`config.mk`:
```
export PLATFORM = sky130hd
export DESIGN_NAME = fetch_decode_queue
export DESIGN_NICKNAME = d
export VERILOG_FILES = /design/src/rtl/pipeline_pkg.sv /design/src/rtl/fetch_decode_queue.sv
export SDC_FILE = /design/constraint.sdc
export NUM_CORES = 1
export LEC_CHECK = 0
export CORE_ASPECT_RATIO = 1.75
export CORE_MARGIN = 5
export CORE_UTILIZATION = 43
export CTS_CLUSTER_SIZE = 30
export DETAILED_ROUTE_END_ITERATION = 8
export HOLD_SLACK_MARGIN = 0.03
export PLACE_DENSITY = 0.83
export SYNTH_ARGS = -nofsm -noshare
export SYNTH_HDL_FRONTEND = slang
export SYNTH_SLANG_ARGS = --single-unit
```
`constraint.sdc`:
```
create_clock -name clk -period 5.2 [get_ports clk]
set_input_delay 0.78 -clock clk [delete_from_list [all_inputs] [get_ports clk]]
set_output_delay 0.78 -clock clk [all_outputs]
set_load 0.02 [all_outputs]
```
`src/rtl/pipeline_pkg.sv`:
```
// Types and constants shared by the fetch/decode pipeline blocks.
// The NOP encoding is what decode sees whenever the queue has nothing to offer.
package pipeline_pkg;

  localparam logic [31:0] NOP_INSTR  = 32'h00000013;
  localparam int          REG_ADDR_W = 5;
  localparam int          XLEN       = 32;

  typedef struct packed {
    logic [XLEN-1:0] instr;
    logic [XLEN-1:0] pc;
    logic [XLEN-1:0] pc_plus4;
  } fd_entry_t;

endpackage

```
`src/rtl/fetch_decode_queue.sv`:
```
// Small instruction queue between fetch and decode that absorbs decode stalls.
// It presents the head entry, with register-file addresses pre-extracted, to decode.
module fetch_decode_queue
  import pipeline_pkg::*;
#(
  parameter int DATA_WIDTH = 32,
  parameter int DEPTH      = 2,
  localparam int PTR_W     = $clog2(DEPTH),
  localparam int CNT_W     = PTR_W + 1
) (
  input  logic                  clk,
  input  logic                  rst,
  input  logic                  FlushD_i,
  input  logic                  ValidF_i,
  input  logic [DATA_WIDTH-1:0] InstrF_i,
  input  logic [DATA_WIDTH-1:0] PCF_i,
  input  logic [DATA_WIDTH-1:0] PCPlus4F_i,
  output logic                  ReadyF_o,
  input  logic                  ReadyD_i,
  output logic                  ValidD_o,
  output logic [DATA_WIDTH-1:0] InstrD_o,
  output logic [DATA_WIDTH-1:0] PCD_o,
  output logic [DATA_WIDTH-1:0] PCPlus4D_o,
  output logic [REG_ADDR_W-1:0] A1D_o,
  output logic [REG_ADDR_W-1:0] A2D_o,
  output logic [REG_ADDR_W-1:0] A3D_o,
  output logic [CNT_W-1:0]      Count_o
);

  logic [DATA_WIDTH-1:0] instr_mem [DEPTH];
  logic [DATA_WIDTH-1:0] pc_mem    [DEPTH];
  logic [DATA_WIDTH-1:0] pc4_mem   [DEPTH];

  logic [PTR_W-1:0] wr_ptr_q, wr_ptr_d;
  logic [PTR_W-1:0] rd_ptr_q, rd_ptr_d;
  logic [CNT_W-1:0] count_q, count_d;
  logic             push;
  logic             pop;

  // Ready looks only at occupancy, so a pop never opens a same-cycle refill.
  assign ReadyF_o = (count_q != CNT_W'(DEPTH));
  assign ValidD_o = (count_q != '0);
  assign Count_o  = count_q;

  always_comb begin
    push     = ValidF_i & ReadyF_o & ~FlushD_i;
    pop      = ValidD_o & ReadyD_i & ~FlushD_i;
    wr_ptr_d = wr_ptr_q;
    rd_ptr_d = rd_ptr_q;
    count_d  = count_q;
    if (FlushD_i) begin
      wr_ptr_d = '0;
      rd_ptr_d = '0;
      count_d  = '0;
    end else begin
      if (push) wr_ptr_d = wr_ptr_q + PTR_W'(1);
      if (pop)  rd_ptr_d = rd_ptr_q + PTR_W'(1);
      case ({push, pop})
        2'b10:   count_d = count_q + CNT_W'(1);
        2'b01:   count_d = count_q - CNT_W'(1);
        default: count_d = count_q;
      endcase
    end
  end

  always_ff @(posedge clk) begin
    if (rst) begin
      wr_ptr_q <= '0;
      rd_ptr_q <= '0;
      count_q  <= '0;
    end else begin
      wr_ptr_q <= wr_ptr_d;
      rd_ptr_q <= rd_ptr_d;
      count_q  <= count_d;
    end
  end

  // Payload storage is never reset; the valid gating below hides stale slots.
  always_ff @(posedge clk) begin
    if (push) begin
      instr_mem[wr_ptr_q] <= InstrF_i;
      pc_mem[wr_ptr_q]    <= PCF_i;
      pc4_mem[wr_ptr_q]   <= PCPlus4F_i;
    end
  end

  assign InstrD_o   = ValidD_o ? instr_mem[rd_ptr_q] : DATA_WIDTH'(NOP_INSTR);
  assign PCD_o      = ValidD_o ? pc_mem[rd_ptr_q]    : '0;
  assign PCPlus4D_o = ValidD_o ? pc4_mem[rd_ptr_q]   : '0;

  assign A1D_o = InstrD_o[19:15];
  assign A2D_o = InstrD_o[24:20];
  assign A3D_o = InstrD_o[11:7];

endmodule
```
==> summary.md, run 1 <==
| Metric | Value |
|---|---|
| Worst Reg2Reg Path Length in Cells | `4` |
| Asr flop ratio synth | `0%` |
| Fin. Hold Viols | `0` |
| Fin nets | `754` |
| Initial Util | `43.5%` |
| Worst path required time | `4420 ps` |
| R2R Path End | `pc_mem[1][15]` |
| Leakage | `3.27 nW` |
| Layout area overhead | `37.8%` |
| Tot GR Track Use | `16.3%` |
| IO buf count | `between 200 and 250` |
| Fin Clk Skew | `12.4 ps` |
| CP startpoint kind | `flip-flop` |
| Ports | `216` |
| Largest net degree at the start of global routing | `67` |
| # resized after CTS | `0` |
| Pwr Total | `3.29 mW` |
| Top FF cell, synth | `edfxtp_1` |
| YS warnings | `0` |
| Seq/Total Area, Yosys | `77.6%` |
| Status | `completed` |
| Postcts setup bufs | `0` |
| Final WL | `16300 um` |
| Core ar. | `0.0174 sq mm` |
| Synth Cell Area | `0.00756 sq mm` |
| F_max | `275 MHz` |
| Kind of critical path | `reg2out` |
| Fin. max-slew vios | `0` |
| Die area | `0.0204 sq mm` |
| RSZ-0062 raised after global routing | `no` |
| Total CTS buffers | `17` |
| Crit-path max FO | `54` |
| Pwr/cell area | `316 mW/mm^2` |
| Die height | `approximately 190 um` |
| Drc violations | `0` |
| Hold Crit Class | `reg2reg` |
| Pin slew with the least headroom to its limit | `roughly 1000 ps` |
| First DRT Iteration DRCs | `178` |
| Placed insts | `864` |
| Non-filler cells, final | `roughly 900` |
| Cells along the critical path | `buf_4 > mux2i_1 > nor2_1 > clkdlybuf4s50_1` |
| Unique masters post-synth | `21` |
| Post-DP HPWL | `around 12000 um` |
| Standard-cell rows | `64` |
| Share of cells above drive strength 1 | `6.47%` |
| Net Count, Synth | `550` |
| RePlAce Congestion | `0.711` |
| Initial antenna violation count | `3` |
| Number of synthesized flops with an enable pin | `192` |
| N_diodes | `0` |
| Vias in the first global route | `4846` |
| Slowest CP cell | `dfxtp_4` |
| CTS tree | `done` |
| Via count | `4327` |
| Crit-path max cell delay | `960 ps` |
| ANT nets after route | `0` |
| Setup WS pre-CTS | `1990 ps` |
| Synth Register Bits | `197` |
| Max Cap Viol | `0` |
| CTS root buffer | `clkbuf_16` |
| Worst Setup EP | `InstrD_o[31]` |
| DR WL/cell | `~18 um` |
| Endpoints failing setup | `0` |
| Worst setup margin | `~1600 ps` |
| Syn Area/Cell | `16.9 sq um` |
| Final Critical Period | `3640 ps` |
| First-pass GRT wire length | `~25000 um` |
| Clock sink count | `197` |
| Pre-antenna DRT Iters | `5` |
| R2r startpoint | `Count_o[0]` |
| Fin util | `about three fifths` |
| # hold bufs at CTS | `0` |
| CTS Buffer Depth | `2` |
| Critical Path Sink Type | `output port` |
| Worst-Skew Late Latency | `approximately 420 ps` |
| H-tree depth | `4` |
| R2R Setup Slk | `~2600 ps` |
| VDD IR max | `between 200 and 250 uV` |
| Via/cell ratio | `4.83` |
| CP arrival | `2860 ps` |
| Die Width | `110 um` |
| Crit share post-route | `~70%` |
| Congestion Overflow GR | `0` |
| Post-synthesis cell count | `448` |
| Clk slew on worst S/H paths | `70 ps` |
| Slew headroom | `about a third` |
stage by stage:
step	hold slack (ps)	TNS (ps)	cell area, sq um
after floorplan	472	-69290	7560
after global placement	485	0	9860
after detailed placement	510	0	9860
after CTS	529	0	10400
after global routing	586	0	10400
final	529	0	10400
cell usage after synthesis, types with 2 or more instances:
library cell	count	area share [%]
edfxtp_1	192	76
nor2_1	100	5.0
mux2i_1	96	13
buf_4	16	1.6
buf_2	13	0.86
dfxtp_1	5	1.3
buf_6	4	0.60
clkbuf_1	3	0.15
nand2_1	3	0.15
a21oi_1	2	0.13
inv_1	2	0.099
o21ai_0	2	0.13
xor2_1	2	0.23
final cells by class:
class	count	area, sq um
Multi-Input combinational cell	213	1470
Timing Repair Buffer	221	2220
Clock buffer	18	439
Sequential cell	197	5870
Clock inverter	14	119
Tap cell	231	289
Fill cell	1325	6960
Inverter	2	7.51
where the power goes:
group | leakage (nW) | internal [mW] | switching [mW]
clock | 0.270 | 0.639 | 0.579
sequential | 1.80 | 1.79 | 0.0150
combinational | 1.20 | 0.135 | 0.125
layer usage:
metal / up-vias / routed length (um) / global-route usage (%)
met2: 141 / 9230 / 30.9
met4: 6 / 272 / 4.98
met3: 21 / 1070 / 4.92
met1: 2110 / 5640 / 16.8
met5: - / 40 / 0
li1: 2049 / - / -
critical path: cells and delay by family (launching register included):
kind | cells | cell delay, ps
buf+inv | 2 | 1070
flops | 1 | 960
mux | 1 | 280
simple gates | 1 | 70
cells by family (layout without fill, tap and decap cells):
group / count (synthesis) / after routing / synth area share [%]
mux: 96 / 96 / 12.7
simple gates: 108 / 108 / 5.53
xor+xnor: 3 / 3 / 0.348
buf+inv: 38 / 255 / 3.29
compound gates: 5 / 5 / 0.364
fa+ha+maj: 1 / 1 / 0.165
flops: 197 / 197 / 77.6
registers in the layout, indices dropped and copies added (netlist names), named ones only:
name / count
wr_ptr_q: 1
instr_mem: 64
Count_o: 2
pc_mem: 64
pc4_mem: 64
rd_ptr_q: 1
placed cells by master, fill, tap and decap left out:
cell	instances
a21o_1	1
a21oi_1	2
buf_12	2
buf_4	4
clkbuf_16	17
clkbuf_8	1
clkdlybuf4s50_1	215
clkinv_2	1
clkinv_4	5
clkinvlp_4	2
dfxtp_1	4
dfxtp_4	1
edfxtp_1	192
ha_1	1
inv_1	2
inv_6	5
inv_8	1
mux2i_1	96
nand2_1	3
nand2b_1	1
nand3_1	1
nand3b_1	1
nor2_1	97
nor2_4	3
o21ai_0	2
or2_2	1
or3_1	1
xnor2_1	1
xor2_1	2
worst min-delay path by stage:
stage,cells after the start,slack [ps],from,endpoint
6_report,2,530,rd_ptr_q,flip-flop
5_1_grt,2,590,rd_ptr_q,rd_ptr_q
4_1_cts,2,530,rd_ptr_q,flip-flop
2_1_floorplan,2,470,rd_ptr_q,flip-flop
3_3_place_gp,2,490,rd_ptr_q,rd_ptr_q
3_5_place_dp,2,510,rd_ptr_q,flip-flop
No activity file was read; power rests on OpenSTA's default activity.
==> run 2, diff against run 1 <==
Settings changed: CORE_UTILIZATION 43 to 48, PLACE_DENSITY 0.83 to 0.87.
Clock period 5.2 ns to 3.5 ns, I/O delays scaled along.
==> summary.md, run 2 (same netlist as run 1, synthesis figures left out) <==
| Metric | Value |
|---|---|
| Ports | `roughly 220` |
| Pwr/cell area | `475 mW/mm^2` |
| Crit-path max FO | `30` |
| Pre-antenna DRT Iters | `4` |
| Pin slew with the least headroom to its limit | `approximately 760 ps` |
| Congestion Overflow GR | `0` |
| DR WL/cell | `roughly 19 um` |
| Initial Util | `48.9%` |
| Cell area after layout | `around 0.010 sq mm` |
| Vias in the first global route | `4747` |
| Leakage | `3.32 nW` |
| Non-filler cells, final | `855` |
| Cell family with most CP delay | `buffers and inverters` |
| Layout area overhead | `38.5%` |
| CTS tree | `done` |
| First DRT Iteration DRCs | `151` |
| Clock sink count | `197` |
| CTS root buffer | `clkbuf_16` |
| Slew headroom | `49.0%` |
| Final WL | `16000 um` |
| N_diodes | `0` |
| Regs by FF count | `instr_mem: 64 flops, pc4_mem: 64 flops, pc_mem: 64 flops` |
| Fin. Hold Viols | `0` |
| RSZ-0062 raised after global routing | `no` |
| Share of cells above drive strength 1 | `6.88%` |
| Total CTS buffers | `17` |
| Placed insts | `823` |
| Core ar. | `about 0.015 sq mm` |
| RePlAce Congestion | `0.772` |
| Commonest non-fill, non-tap cell in the layout | `clkdlybuf4s50_1` |
| Endpoints failing setup | `0` |
| # hold bufs at CTS | `0` |
| Fin Clk Skew | `10.5 ps` |
| Fin nets | `758` |
| Initial antenna violation count | `0` |
| Max Cap Viol | `0` |
| Via count | `around 4300` |
| Status | `completed` |
| Path length in cells of the critical path | `5` |
| Pwr Total | `4.97 mW` |
| IO buf count | `215` |
| Most frequent cells in the layout | `clkdlybuf4s50_1 (215), edfxtp_1 (192), nor2_1 (97)` |
| Largest net degree at the start of global routing | `68` |
| # resized after CTS | `0` |
| Min Hold Slack | `508 ps` |
| Post-DP HPWL | `11600 um` |
| Worst path required time | `2970 ps` |
| Hold Crit Class | `reg2reg` |
| First-pass GRT wire length | `24600 um` |
| Via/cell ratio | `5.06` |
| Crit share post-route | `a little over four fifths` |
| Fin. max-slew vios | `0` |
| Tot GR Track Use | `17.1%` |
| Clk slew on worst S/H paths | `~70 ps` |
| CTS Buffer Depth | `2` |
| Slowest CP cell | `nor2_4` |
| Hold Path Stages | `2` |
| Critical Path Sink Type | `output port` |
| WP buf/inv | `3` |
| Drc violations | `0` |
| Die height | `between 150 and 200 um` |
| Die Width | `105 um` |
| DP Area | `0.00988 sq mm` |
| Postcts setup bufs | `0` |
| Worst-Skew Late Latency | `410 ps` |
| Final Critical Period | `2960 ps` |
| CP startpoint kind | `flip-flop` |
| ANT nets after route | `0` |
| Standard-cell rows | `60` |
| Die area | `about 0.018 sq mm` |
| Kind of critical path | `reg2out` |
| Crit-path max cell delay | `around 620 ps` |
| H-tree depth | `4` |
| CP arrival | `approximately 2400 ps` |
| VDD IR max | `299 uV` |
| F_max | `338 MHz` |
| Cells along the critical path | `nor2_4 > buf_12 > inv_1 > nand2_1 > clkdlybuf4s50_1` |
| Setup TNS Final | `0 ps` |
| Worst Reg2Reg Path Length in Cells | `5` |
[run 2: cell types whose count changed in the layout (fill, tap and decap cells not counted), moves of 2 or more]
cell      delta
buf_12       +4
clkinv_4     -4
clkinv_8     +2
inv_8        +2
[run 2: path summary, 6_finish.rpt]
kind / startpoint / to / slack [ps]
hold / removal: rd_ptr_q / flip-flop / 510
setup reg to reg: Count_o[0] / Count_o[1] / 1490
setup / recovery: Count_o[0] / InstrD_o[1] / 540
hold reg to reg: rd_ptr_q / flip-flop / 510
[run 2: worst min-delay path: stages (launching register included)]
cell	delay, ps
dfxtp_1	320
xor2_1	70
nor2_1	80
[run 2: per-stage QoR]
stage / util [%] / setup WS [ps]
2_1_floorplan: - / -474
3_5_place_dp: 63.9 / 968
3_3_place_gp: 63.9 / 1040
4_1_cts: 67.7 / 498
6_report: 67.7 / 540
5_1_grt: 67.7 / 335
[run 2: layout make-up]
| cell class | count | area (sq um) |
|---|---|---|
| clock buffer | 18 | 429 |
| clock inverter | 14 | 163 |
| fill | 1048 | 4990 |
| inverter | 2 | 7.51 |
| multi-input combinational | 213 | 1470 |
| sequential | 197 | 5870 |
| tap | 186 | 233 |
| timing repair buffer | 225 | 2300 |
[run 2: power by group]
group | switching, mW | internal (mW)
Clock | 0.875 | 1.02
Sequential | 0.0205 | 2.66
Combinational | 0.189 | 0.206
Total | 1.08 | 3.89
[run 2: metal layers]
metal  track usage, %  part of all wire, %
met1             17.8                   34
met2             32.1                   56
met3             4.72                  6.6
met4             6.88                  3.0
met5                0                    0
==> run 3, diff against run 2 <==
Clock period 3.5 ns to 2.75 ns, I/O delays scaled along.
==> summary.md, run 3 (same netlist as run 1, synthesis figures left out) <==
| Metric | Value |
|---|---|
| Status | `completed` |
| Max Cap Viol | `0` |
| Setup TNS Final | `0 ps` |
| Largest net degree at the start of global routing | `64` |
| Total CTS buffers | `17` |
| Leakage | `3.32 nW` |
| Placed insts | `821` |
| Kind of critical path | `reg2out` |
| Crit-path max FO | `63` |
| Regs by FF count | `instr_mem: 64 flops, pc4_mem: 64 flops, pc_mem: 64 flops` |
| Die height | `176 um` |
| Initial antenna violation count | `0` |
| Drc violations | `0` |
| CP startpoint | `Count_o[1]` |
| Pwr/cell area | `614 mW/mm^2` |
| RePlAce Congestion | `0.737` |
| Endpoints failing setup | `0` |
| CTS tree | `done` |
| Most frequent cells in the layout | `clkdlybuf4s50_1 (215), edfxtp_1 (192), nor2_1 (97)` |
| Slew headroom | `roughly 70%` |
| R2r startpoint | `Count_o[0]` |
| Fin nets | `around 760` |
| # hold bufs at CTS | `0` |
| Ports | `216` |
| N_diodes | `0` |
| Congestion Overflow GR | `0` |
| R2R Path End | `pc_mem[0][22]` |
| Crit share post-route | `94.0%` |
| H-tree depth | `4` |
| Clock sink count | `around 200` |
| CTS Buffer Depth | `2` |
| Via count | `4297` |
| Pre-antenna DRT Iters | `4` |
| Worst path required time | `2340 ps` |
| Die area | `0.0185 sq mm` |
| Postcts setup bufs | `0` |
| IO buf count | `approximately 220` |
| Post-DP HPWL | `11600 um` |
| Die Width | `roughly 100 um` |
| R2R Setup Slk | `940 ps` |
| First-pass GRT wire length | `24600 um` |
| F_max | `387 MHz` |
| DR WL/cell | `18.9 um` |
| CTS root buffer | `clkbuf_16` |
| VDD IR max | `about 460 uV` |
| Final Critical Period | `2580 ps` |
| RSZ-0062 raised after global routing | `no` |
| Filler cell count | `about 1100` |
| Tot GR Track Use | `17.1%` |
| Commonest non-fill, non-tap cell in the layout | `clkdlybuf4s50_1` |
| Worst Setup EP | `InstrD_o[20]` |
| Final WL | `16100 um` |
| Min Hold Slack | `570 ps` |
| Fin Clk Skew | `6.99 ps` |
| Fin. Hold Viols | `0` |
| Fin. max-slew vios | `0` |
| Vias in the first global route | `4708` |
| Via/cell ratio | `5.04` |
| Worst-Skew Late Latency | `410 ps` |
| Core ar. | `0.0155 sq mm` |
| CP arrival | `roughly 2200 ps` |
| Layout area overhead | `38.5%` |
| Worst Reg2Reg Path Length in Cells | `4` |
| Fin util | `67.7%` |
| First DRT Iteration DRCs | `185` |
| Clk slew on worst S/H paths | `70 ps` |
| Share of cells above drive strength 1 | `between 6 and 7%` |
| Initial Util | `48.9%` |
| Non-filler cells, final | `852` |
| Standard-cell rows | `60` |
| Critical Path Sink Type | `output port` |
| ANT nets after route | `0` |
| Pin slew with the least headroom to its limit | `476 ps` |
| # resized after CTS | `0` |
| CP startpoint kind | `flip-flop` |
| Hold Crit Class | `reg2reg` |
[run 3: cell types whose count changed in the layout (fill, tap and decap cells not counted), moves of 2 or more]
cell | before | now
clkinvlp_4 | 3 | 1
inv_8 | 3 | 5
clkinv_4 | 1 | 3
buf_12 | 6 | 4
inv_6 | 4 | 1
[run 3: per-layer routing]
layer | track usage (%) | share of wire [%] | wire, um | up-vias
li1 | - | - | - | 2044
met1 | 17.2 | 34 | 5490 | 2051
met2 | 31.9 | 55 | 8910 | 172
met3 | 5.27 | 7.5 | 1210 | 30
met4 | 7.52 | 2.9 | 460 | 0
met5 | 0 | 0 | 0 | -
[run 3: cell type report]
class | count | area (sq um) | share of cell area (%)
sequential | 197 | 5870 | 56.1
tap | 186 | 233 | 2.22
clock buffer | 17 | 425 | 4.06
timing repair buffer | 223 | 2270 | 21.6
inverter | 2 | 7.51 | 0.0717
clock inverter | 14 | 191 | 1.83
multi-input combinational | 213 | 1480 | 14.1
[run 3: worst min-delay path by stage]
stage                       startpoint               end  slack [ps]  depth (start not counted)
final                         rd_ptr_q         flip-flop         570                          2
after global routing      InstrF_i[25]  instr_mem[1][25]         560                          1
after floorplan               rd_ptr_q         flip-flop         470                          2
after global placement        rd_ptr_q          rd_ptr_q         490                          2
after CTS                 InstrF_i[27]  instr_mem[1][27]         560                          1
after detailed placement      rd_ptr_q         flip-flop         550                          2
[run 3: critical path, stage by stage, from the launching register on]
cell and delay [ps]:
dfxtp_1 500, nor2_4 80, buf_6 250, nor2_1 230, clkdlybuf4s50_1 680
[run 3: report_power, final]
| part | total [mW] | switching (mW) | internal [mW] |
|---|---|---|---|
| Clock | 2.52 | 1.13 | 1.39 |
| Combinational | 0.501 | 0.242 | 0.259 |
| Sequential | 3.41 | 0.0218 | 3.39 |
| Total | 6.43 | 1.39 | 5.04 |
[run 3: per-stage QoR]
stage / cell area [sq um] / total power, mW / setup WS, ps
final: 10500 / 6.43 / 165
after global routing: 10500 / 6.65 / 59.7
after CTS: 10500 / 6.48 / 5.86
after detailed placement: 9850 / 3.98 / 463
after global placement: 9850 / 3.96 / 555
after floorplan: 7580 / 3.68 / 8.16
